==> config.mk <==
export PLATFORM = sky130hd
export DESIGN_NAME = fsm_overlapping
export DESIGN_NICKNAME = d
export VERILOG_FILES = /design/src/rtl/fsm_overlapping_pkg.sv /design/src/rtl/fsm_overlapping.sv
export SDC_FILE = /design/constraint.sdc
export NUM_CORES = 1
export LEC_CHECK = 0
export ABC_AREA = 1
export BUFFER_PORTS_ARGS = -buffer_cell sky130_fd_sc_hd__buf_2
export CORE_AREA = 2 2 39 41
export DETAILED_ROUTE_END_ITERATION = 6
export DIE_AREA = 0 0 41 43
export HOLD_SLACK_MARGIN = 0.06
export PLACE_DENSITY = 0.3
export SETUP_SLACK_MARGIN = 0.2
export SYNTH_ARGS = -nofsm -noshare
export SYNTH_HDL_FRONTEND = slang
export SYNTH_SLANG_ARGS = --single-unit
==> constraint.sdc <==
create_clock -name clk -period 0.9 [get_ports clk]
set_input_delay 0.09 -clock clk [delete_from_list [all_inputs] [get_ports clk]]
set_output_delay 0.09 -clock clk [all_outputs]
set_load 0.05 [all_outputs]
==> src/rtl/fsm_overlapping_pkg.sv <==
// Shared helpers for the overlapping serial pattern detector: state-width
// computation and the elaboration-time KMP transition function.
package fsm_overlapping_pkg;

  localparam int unsigned DefSeqLen = 4;
  localparam logic [15:0] DefSeq    = 16'h000B;

  // Ceiling log2; callers pass v >= 2 so the result is at least 1.
  function automatic int unsigned clog2(input int unsigned v);
    int unsigned r;
    int unsigned p;
    r = 0;
    p = 1;
    while (p < v) begin
      p = p * 2;
      r = r + 1;
    end
    return r;
  endfunction

  // Next matched-prefix length from prefix length k on input bit b.
  // The received string is SEQ's first k bits followed by b; the result is the
  // longest j such that its last j bits equal SEQ's first j bits. A direct
  // extension (k < seq_len, b matching) falls out as j = k + 1.
  function automatic int unsigned next_state(input int unsigned k, input logic b,
                                             input logic [15:0] seq,
                                             input int unsigned seq_len);
    logic [16:0] s;
    int unsigned jmax;
    int unsigned result;
    logic        ok;
    s = '0;
    for (int unsigned i = 0; i < k; i++) begin
      s[i] = seq[seq_len - 1 - i];
    end
    s[k] = b;
    jmax = (k + 1 > seq_len) ? seq_len : k + 1;
    result = 0;
    // Ascending search: the last hit is the longest border.
    for (int unsigned j = 1; j <= jmax; j++) begin
      ok = 1'b1;
      for (int unsigned t = 0; t < j; t++) begin
        if (s[k + 1 - j + t] != seq[seq_len - 1 - t]) ok = 1'b0;
      end
      if (ok) result = j;
    end
    return result;
  endfunction

endpackage

==> src/rtl/fsm_overlapping.sv <==
// Overlapping serial pattern detector (Moore). State is the matched-prefix
// length; dout is decoded from the state register so it is glitch-free and
// high for one cycle per completed match.
module fsm_overlapping
  import fsm_overlapping_pkg::*;
#(
  parameter int unsigned            SEQ_LEN = DefSeqLen,
  parameter logic [SEQ_LEN-1:0]     SEQ     = DefSeq[SEQ_LEN-1:0]
) (
  input  logic clk,
  input  logic rst,
  input  logic din,
  output logic dout
);

  localparam int unsigned SW       = clog2(SEQ_LEN + 1);
  localparam int unsigned NumSlots = 1 << SW;
  localparam logic [15:0] SeqExt   = 16'(SEQ);

  logic [SW-1:0] state_q;
  logic [SW-1:0] state_d;

  // Constant transition tables; unreachable encodings fall back to S0.
  logic [SW-1:0] tbl0 [NumSlots];
  logic [SW-1:0] tbl1 [NumSlots];

  for (genvar k = 0; k < NumSlots; k++) begin : g_tbl
    if (k <= SEQ_LEN) begin : g_live
      assign tbl0[k] = SW'(next_state(k, 1'b0, SeqExt, SEQ_LEN));
      assign tbl1[k] = SW'(next_state(k, 1'b1, SeqExt, SEQ_LEN));
    end else begin : g_pad
      assign tbl0[k] = '0;
      assign tbl1[k] = '0;
    end
  end

  // State register with asynchronous clear to S0.
  always_ff @(posedge clk or negedge rst) begin
    if (!rst) begin
      state_q <= '0;
    end else begin
      state_q <= state_d;
    end
  end

  // Next-state lookup: one bit consumed per edge.
  always_comb begin
    state_d = din ? tbl1[state_q] : tbl0[state_q];
  end

  assign dout = (state_q == SW'(SEQ_LEN));

endmodule

==> key figures <==
Status
  • Status: finished, violations left
  • Failing checks: negative setup slack

Final layout
  • Synthesis-to-layout area growth: 101%
  • Post-layout utilization of the core: 19.3%
  • Fillcell total: 155
  • Layout cell share with drive strength beyond 1: a little under three fifths
  • Post-route cell area: approximately 270 sq um
  • Max reg flops: 3
  • Antenna diode count: 0
  • Final-stage net count: 32
  • Regs by FF count: state_q x3
  • Layout Cells excl Fill: 44
  • Reg area: 77.6 sq um
  • Most flop-heavy register: state_q
  • Area occupied by multi-input gates: between 70 and 80 sq um

Synthesis
  • Mean Syn Cell Area: 7.80 sq um
  • Library cells used by synthesis: 7
  • Yosys Warn Count: 0
  • Ranking of synthesized cells by area: dfrtp_1, nor2_1, inv_1, nand2_1, nand3_1
  • Synth Instances: 17
  • Synthesis-stage register bit count: 3
  • Register area share after synthesis: 56.6%
  • Top cell type's share of synthesized area: 56.6%
  • Area leader, netlist: dfrtp_1
  • Area of the mapped netlist: 133 sq um
  • Syn nets: 20

Route
  • Vias per cell: ~3.3
  • Wire per inst: between 7 and 8 um
  • Drt total wl: 347 um
  • DRT antenna net count: 0
  • Via count: between 100 and 150
  • Detailed Route Iter0 Violations: 3
  • DRC: 0
  • First-pass iteration count of the detailed router: 2

STA
  • Fin. max-slew vios: 0
  • Final Critical Period: roughly 1100 ps
  • Clock Skew: around 1.2 ps
  • Hold violation count in the final report: 0
  • Period utilization: 121%
  • Setup ws final: -189 ps
  • Setup TNS: -318 ps
  • RSZ-0062 raised after global routing: yes
  • Max-slew headroom: between 80 and 90%
  • Slew @ Worst Pin: around 160 ps
  • Fmax: 0.918 GHz
  • Count of final setup violators: 3

Global route
  • Tot GR Track Use: ~6%
  • First-pass GRT wire length: 621 um
  • Total grt overflow: 0
  • Initial antenna violation count: 0
  • Vias in the first global route: 169
  • Largest net degree at the start of global routing: 5

Floorplanning
  • Core ar.: roughly 1400 sq um
  • Row count: 14
  • Io pins: 4
  • Die footprint: 1760 sq um
  • DIE HEIGHT: 43 um
  • Die width: approximately 41 um
  • Initial core utilization: a little under a tenth

Clock tree
  • Max clock buf depth: 2
  • Htree depth: 1
  • Worst-path clk slew: 40 ps
  • CTS tree: done
  • CTS Buf Count: 3
  • Root Buffer: clkbuf_4
  • Clock sinks: 3
  • Worst-skew pair later-pin latency: about 230 ps

Critical path
  • CP endpoint kind: output pin
  • Crit Path Max Fanout: 3
  • Slowest stage delay, CP: 420 ps
  • Startpoint types: flip-flop
  • Cell breakdown of the critical path: nor3_4 > buf_6
  • Kind of critical path: reg -> out
  • Crit path DAT: 1000 ps
  • Crit-path slowest cell: dfrtp_2
  • Worst Path Required: 810 ps

Power and ir drop
  • Max VDD drop: 0.000597 V
  • Pleak: roughly 0.13 nW
  • Power Dens Cells: 1810 nW/um^2

Place
  • Placed cell areas: 179 sq um
  • Port Buffers: 3
  • DP Wirelength: 223 um
  • Placed cell count: 36
  • RD Place Congestion: around 0.57

Min path
  • HP Class: in -> reg

Job
  • Max_cap viols: 0
[timing repair]
action	4_1_cts	5_1_grt
resized for setup	7	2
setup endpoints to repair	4	4
buffers inserted	1	2
pin swaps	0	2
endpoints found under the hold margin	3	0
hold buffers	1	0
[cells by family after synthesis]
| kind of cell | share of synthesized area [%] |
|---|---|
| buf+inv | 8.49 |
| flops | 56.6 |
| compound gates | 3.77 |
| simple gates | 31.1 |
[critical path: cells and delay by family (launching register included)]
family,cells,cell delay [ps]
buffers and inverters,1,170
DFF,1,420
and+or+nand+nor,1,170
[cell usage in the layout (no fill, tap or decap)]
cell	instances
nor2_4	1
dfrtp_2	2
nor3_4	1
buf_6	2
clkbuf_4	3
inv_1	2
dlygate4sd3_1	1
nand2_1	3
nand3_1	1
nor2_1	3
buf_2	2
clkbuf_1	1
dfrtp_1	1
buf_4	2
inv_2	1
o21ai_2	1
nand3_2	1
[path summary, 6_finish.rpt]
path                            startpoint          to  slack, ps  depth (start not counted)
worst max-delay path            state_q[1]        dout       -190                          2
worst min-delay path                   din  state_q[2]        100                          3
worst max register to register  state_q[2]  state_q[1]        -90                          6
worst min register to register  state_q[2]  state_q[2]        550                          3
max in group asynchronous              rst  state_q[1]        610                          2
min in group asynchronous              rst  state_q[2]        170                          2
[through the flow]
step                total power, W  hold WS [ps]  worst slack, ps
detailed placement        0.000209          -111            -50.0
global route              0.000518          99.8             -246
CTS                       0.000480          88.1             -224
global placement          0.000205          -115            -31.8
floorplan                 0.000192          -206            -63.1
finish                    0.000481          97.4             -189
[synth_stat cells]
cell type and instances:
dfrtp_1 3, inv_1 3, nand2_1 3, nand3_1 2
nor2_1 4, nor3_1 1, o21ai_1 1
[report_power, final]
| group | total, W | switching, W | internal [W] |
|---|---|---|---|
| combinational | 0.0000743 | 0.0000364 | 0.0000379 |
| clock | 0.000236 | 0.0000701 | 0.000166 |
| sequential | 0.000171 | 0.0000207 | 0.000150 |
| total | 0.000481 | 0.000127 | 0.000354 |
[layout make-up]
type                    count  share of cell area (%)
flip-flops and latches      3                    29.1
multi-input cells          11                    27.7
repair buffers              7                    21.6
clock buffers               4                    9.86
well taps                  16                    7.51
inverters                   3                    4.23
[layer usage]
| layer | global-route usage (%) | part of all wire, % | up-vias | wire length (um) |
|---|---|---|---|---|
| met4 | 6.00 | 0 | 0 | 0 |
| met2 | 7.19 | 51 | 4 | 177 |
| li1 | - | - | 73 | - |
| met3 | 4.71 | 4.3 | 0 | 15 |
| met5 | 0 | 0 | - | 0 |
| met1 | 5.50 | 44 | 67 | 154 |
Note: power is estimated with default switching activity, not from simulation.
